File: src/rtl/mips_pkg.sv
// Shared MIPS definitions: bus widths, the end-of-program marker and the
// instruction loader state encoding.
package mips_pkg;

    localparam int NB_DATA = 32;
    localparam int NB_BYTE = 8;
    localparam logic [NB_DATA-1:0] HALT_WORD = 32'hFFFF_FFFF;

    typedef enum logic [1:0] {
        IDLE  = 2'd0,
        RECV  = 2'd1,
        WRITE = 2'd2,
        DONE  = 2'd3
    } loader_state_e;

endpackage

File: src/rtl/instruction_loader.sv
// Assembles UART RX bytes (big-endian) into instruction words and writes them
// to consecutive word addresses of the instruction memory, starting at 0.
module instruction_loader #(
    parameter int                   NB_DATA   = mips_pkg::NB_DATA,
    parameter int                   NB_BYTE   = mips_pkg::NB_BYTE,
    parameter int                   NB_ADDR   = 8,
    parameter logic [NB_DATA-1:0]   HALT_WORD = mips_pkg::HALT_WORD
) (
    input  logic                i_clock,
    input  logic                i_reset,
    input  logic                i_start,
    input  logic [NB_BYTE-1:0]  i_rx_data,
    input  logic                i_rx_done,
    output logic                o_mem_wr_en,
    output logic [NB_ADDR-1:0]  o_mem_wr_addr,
    output logic [NB_DATA-1:0]  o_mem_wr_data,
    output logic                o_busy,
    output logic                o_done,
    output logic                o_overflow,
    output logic [NB_ADDR:0]    o_word_count
);
    import mips_pkg::*;

    localparam int                  BYTES_PER_WORD = NB_DATA / NB_BYTE;
    localparam int                  NB_BCNT        = $clog2(BYTES_PER_WORD);
    localparam logic [NB_BCNT-1:0]  LAST_BYTE      = NB_BCNT'(BYTES_PER_WORD - 1);
    localparam logic [NB_ADDR-1:0]  LAST_ADDR      = '1;

    loader_state_e          state_q, state_d;
    logic [NB_BCNT-1:0]     byte_cnt_q, byte_cnt_d;
    logic [NB_DATA-1:0]     shift_q, shift_d;
    logic [NB_ADDR-1:0]     addr_q, addr_d;
    logic [NB_ADDR:0]       count_q, count_d;
    logic [NB_ADDR-1:0]     wr_addr_q, wr_addr_d;
    logic [NB_DATA-1:0]     wr_data_q, wr_data_d;
    logic                   overflow_q, overflow_d;
    logic [NB_DATA-1:0]     shifted;

    assign shifted = {shift_q[NB_DATA-NB_BYTE-1:0], i_rx_data};

    always_comb begin
        // NOTE: every _d takes its _q as a default first, so no branch of the case can infer a latch.
        state_d    = state_q;
        byte_cnt_d = byte_cnt_q;
        shift_d    = shift_q;
        addr_d     = addr_q;
        count_d    = count_q;
        wr_addr_d  = wr_addr_q;
        wr_data_d  = wr_data_q;
        overflow_d = overflow_q;

        case (state_q)
            IDLE, DONE: begin
                if (i_start) begin
                    state_d    = RECV;
                    byte_cnt_d = '0;
                    addr_d     = '0;
                    count_d    = '0;
                    overflow_d = 1'b0;
                end
            end
            RECV: begin
                if (i_rx_done) begin
                    shift_d = shifted;
                    if (byte_cnt_q == LAST_BYTE) begin
                        // Address and word are captured here and held until the next write.
                        state_d    = WRITE;
                        byte_cnt_d = '0;
                        wr_addr_d  = addr_q;
                        wr_data_d  = shifted;
                    end else begin
                        byte_cnt_d = byte_cnt_q + NB_BCNT'(1);
                    end
                end
            end
            WRITE: begin
                count_d = count_q + (NB_ADDR+1)'(1);
                if (wr_data_q == HALT_WORD || addr_q == LAST_ADDR) begin
                    state_d    = DONE;
                    overflow_d = (wr_data_q != HALT_WORD);
                end else begin
                    state_d = RECV;
                    addr_d  = addr_q + NB_ADDR'(1);
                    if (i_rx_done) begin
                        shift_d    = shifted;
                        byte_cnt_d = NB_BCNT'(1);
                    end
                end
            end
            default: state_d = IDLE;
        endcase
    end

    always_ff @(posedge i_clock) begin
        // NOTE: sequential state uses non-blocking assignments so every register samples pre-edge values.
        if (i_reset) begin
            state_q    <= IDLE;
            byte_cnt_q <= '0;
            shift_q    <= '0;
            addr_q     <= '0;
            count_q    <= '0;
            wr_addr_q  <= '0;
            wr_data_q  <= '0;
            overflow_q <= 1'b0;
        end else begin
            state_q    <= state_d;
            byte_cnt_q <= byte_cnt_d;
            shift_q    <= shift_d;
            addr_q     <= addr_d;
            count_q    <= count_d;
            wr_addr_q  <= wr_addr_d;
            wr_data_q  <= wr_data_d;
            overflow_q <= overflow_d;
        end
    end

    assign o_mem_wr_en   = (state_q == WRITE);
    assign o_mem_wr_addr = wr_addr_q;
    assign o_mem_wr_data = wr_data_q;
    assign o_busy        = (state_q == RECV) || (state_q == WRITE);
    assign o_done        = (state_q == DONE);
    assign o_overflow    = overflow_q;
    assign o_word_count  = count_q;

endmodule

File: config.mk
export PLATFORM = sky130hd
export DESIGN_NAME = instruction_loader
export DESIGN_NICKNAME = d
export VERILOG_FILES = /design/src/rtl/mips_pkg.sv /design/src/rtl/instruction_loader.sv
export SDC_FILE = /design/constraint.sdc
export NUM_CORES = 1
export LEC_CHECK = 0
export ABC_AREA = 0
export CAP_MARGIN = 20
export CORE_MARGIN = 2
export CORE_UTILIZATION = 47
export DETAILED_ROUTE_END_ITERATION = 8
export PLACE_DENSITY = 0.75
export RECOVER_POWER = 50
export SYNTH_ARGS = -nofsm -noshare
export SYNTH_HDL_FRONTEND = slang
export SYNTH_SLANG_ARGS = --single-unit
File: constraint.sdc
create_clock -name i_clock -period 1.8 [get_ports i_clock]
set_input_delay 0.27 -clock i_clock [delete_from_list [all_inputs] [get_ports i_clock]]
set_output_delay 0.27 -clock i_clock [all_outputs]
set_load 0.02 [all_outputs]
==> results of run 1 <==
where the power goes:
part           leakage, nW  internal [mW]  switching, mW
logic                 1.07          0.731          0.748
registers            0.702           1.99         0.0550
clock network       0.0970          0.549          0.712
registers in the layout, indices dropped and copies added, names as in the netlist:
name           cells
addr_q             8
o_mem_wr_addr      8
o_mem_wr_data     32
byte_cnt_q         2
shift_q           24
o_overflow         1
state_q            2
o_word_count       9
placed cells by master (no fill, tap or decap), types with 5 or more instances in the layout:
cell and n:
nand2_1 92, dfxtp_1 70, a21oi_1 50, nand2b_1 34
buf_4 34, clkdlybuf4s50_1 30, dlygate4sd3_1 30, mux2i_1 26
dfxtp_2 16, nor2_1 13, nand4_1 12, clkbuf_8 10
nand3_1 6, inv_1 5, o21ai_0 5, and3_1 5
xor2_1 5, ha_1 5
cell families after synthesis:
group	Yosys count	synth area share (%)
and+or+nand+nor	187	25.8
AOI/OAI and AO/OA	76	12.2
muxes	27	7.48
buffers and inverters	29	3.45
adders and majority gates	7	2.41
DFF	86	47.4
xor gates and xnor gates	5	1.21
layer usage:
layer | global-route usage [%] | vias to the layer above | part of all wire [%]
met1 | 27.0 | 1536 | 43
li1 | - | 1630 | -
met2 | 33.6 | 95 | 51
met5 | 0 | - | 0
met4 | 5.72 | 0 | 1.4
met3 | 5.18 | 19 | 5.1
stage by stage:
stage	util [%]	total power [mW]	hold WS [ns]	std cells	cell area, um2
6_report	64.6	4.79	0.295	617	4910
5_1_grt	64.6	5.04	0.312	617	4910
4_1_cts	62.9	4.60	0.296	608	4790
3_5_place_dp	60.3	3.33	0.442	592	4590
3_3_place_gp	60.3	3.30	0.442	592	4590
2_1_floorplan	-	2.91	0.406	417	3650
worst min-delay path, stage by stage:
cell and delay (ns):
buf_2 0.13, or4b_2 0.13, o211ai_1 0.07
repair_timing:
item | CTS | global route
gates resized for setup | 12 | 13
cloned | 0 | 3
endpoints found under the setup margin | 39 | 44
buffers inserted | 0 | 6
pin swaps | 6 | 15
worst max-delay path by stage:
stage	from	to	slack [ns]	cells past startpoint
after CTS	o_mem_wr_data[14]$_SDFFE_PP0P_	addr_q[2]$_SDFFE_PP0P_	0.005	5
after detailed placement	i_start	addr_q[5]$_SDFFE_PP0P_	-0.06	5
after floorplan	o_mem_wr_data[19]$_SDFFE_PP0P_	addr_q[2]$_SDFFE_PP0P_	-0.03	5
final	o_mem_wr_data[18]$_SDFFE_PP0P_	shift_q[7]$_SDFFE_PP0P_	-0.04	6
after global routing	o_mem_wr_data[18]$_SDFFE_PP0P_	shift_q[2]$_SDFFE_PP0P_	-0.12	6
after global placement	i_start	addr_q[5]$_SDFFE_PP0P_	0.01	5
area by class of cell:
| class | count | area (um2) | area share [%] |
|---|---|---|---|
| clock buffer | 10 | 138 | 2.80 |
| clock inverter | 6 | 45.0 | 0.916 |
| tap | 102 | 128 | 2.60 |
| inverter | 5 | 18.8 | 0.382 |
| sequential | 86 | 1740 | 35.4 |
| timing repair buffer | 106 | 1010 | 20.6 |
| multi-input combinational | 302 | 1830 | 37.3 |
==> results.sh, run 1 <==
export IMPL_r2r_slack_ns=-0.04
export IMPL_crit_fanout=7
export IMPL_num_vias=3280
export IMPL_grt_pass1_vias=2996
export IMPL_pwr_density_cell_mw_per_mm2=974
export IMPL_gp_congestion=0.838
export IMPL_syn_area_per_cell_um2=8.70
export IMPL_critical_path_top_delay_family="simple AND/OR/NAND/NOR gates"
export IMPL_crit_chain="nand4_1 -> or4_4 -> nor2_8 -> o21ai_4 -> clkbuf_16 -> mux2i_1"
export IMPL_p_leak_nw=1.87
export IMPL_slew_violations=0
export IMPL_crit_type="flop to flop"
export IMPL_hold_end="addr_q[0]$_SDFFE_PP0P_"
export IMPL_cts_buffers=9
export IMPL_htree_levels=3
export IMPL_row_count=32
export IMPL_finalHoldViolations=0
export IMPL_cts_tree="done"
export IMPL_synth_seq_cells=86
export IMPL_wirelength_mm=8.78
export IMPL_fillers=652
export IMPL_cts_reportedPaths_clkPinSlew_ns=0.09
export IMPL_cap_violations=0
export IMPL_yosysMostFrequentCell="nand2_1"
export IMPL_cp_required_ns=2.05
export IMPL_dp_slack_ns=-0.0603
export IMPL_drtPass1Iterations=5
export IMPL_cts_sinks=86
export IMPL_status="finished, violations left"
export IMPL_grt_pass1_wl_mm=14.0
export IMPL_antenna_left=0
export IMPL_synthFlopType="dfxtp_1"
export IMPL_violations="negative setup slack"
export IMPL_yosys_warnings=0
export IMPL_synthToLayoutAreaGrowth_pct=35.4
export IMPL_root_buffer="clkbuf_8"
export IMPL_synth_top_area_share_pct=47.4
export IMPL_max_slew_margin_pct=74.2
export IMPL_synth_edf_count=0
export IMPL_async_reset_ff_share_pct=0
export IMPL_synth_cells=417
export IMPL_critPathArrivalTime_ns=2.09
export IMPL_netlist_top_cells_count="93 x nand2_1, 86 x dfxtp_1, 51 x a21oi_1"
export IMPL_synth_top_area_cell="dfxtp_1"
export IMPL_drive_above_1_share_pct=17.5
export IMPL_cp_slowest_cell="or4_4"
export IMPL_core_area_mm2=0.00761
export IMPL_vias_per_cell=5.32
export IMPL_ctsLongestPathBuffers=2
export IMPL_post_route_period_util_pct=102
export IMPL_antenna_found_initial=0
export IMPL_final_min_clock_period_ns=1.84
export IMPL_cp_start_kind="flop"
export IMPL_grt_usage_pct=20.5
export IMPL_rsz0062_at_grt="yes"
export IMPL_cp_num_buf_inv=1
export IMPL_reg2regPathDepth=6
export IMPL_clock_latency_ns=0.36
export IMPL_fmax_mhz=543
export IMPL_hold_class="input port to flop"
export IMPL_grt_max_degree=47
export IMPL_r2r_end="shift_q[7]$_SDFFE_PP0P_"
export IMPL_hold_path_depth=3
export IMPL_hold_buffers=0
export IMPL_wl_per_cell_um=14.2
export IMPL_min_from="i_reset"
export IMPL_yosysUniqueCellTypes=45
export IMPL_ioPinCount=65
export IMPL_insertedDiodeCount=0
export IMPL_setup_slack_ns=-0.0423
export IMPL_endpoint_kind="flop"
export IMPL_dp_hpwl_mm=5.89
export IMPL_gr_total_overflow=0
export IMPL_dieHeight_um=91.9
export IMPL_finalClockSkew_ns=0.00695
export IMPL_start_util_pct=47.7
export IMPL_portBuffers=64
export IMPL_die_x_um=91.9
export IMPL_max_stage_delay_ns=0.61
export IMPL_setup_violations_final=25
export IMPL_synth_area_leaders="dfxtp_1 47%, nand2_1 9.6%, mux2i_1 7.2%"
export IMPL_setup_tns_ns=-0.580
export IMPL_ys_seq_area_share_pct=47.4
export IMPL_nets=529
export IMPL_drtIter0Drc=142
export IMPL_worst_pin_slew_ns=0.386
export IMPL_r2r_start="o_mem_wr_data[18]$_SDFFE_PP0P_"
export IMPL_syn_nets=436
export IMPL_syn_area_mm2=0.00363
export IMPL_vdd_ir_drop_max_v=0.000438
export IMPL_drc=0
export IMPL_dieArea_mm2=0.00844
Note: power is estimated with default switching activity, not from simulation.
==> run 2: changes to the inputs <==
--- a/config.mk
+++ b/config.mk
@@ -9,6 +9,7 @@
 export CAP_MARGIN = 20
 export CORE_MARGIN = 2
 export CORE_UTILIZATION = 47
+export CTS_CLUSTER_SIZE = 25
 export DETAILED_ROUTE_END_ITERATION = 8
 export PLACE_DENSITY = 0.75
 export RECOVER_POWER = 50
==> results of run 2 <==
Final layout, timing and power as in run 1 (identical DEF).
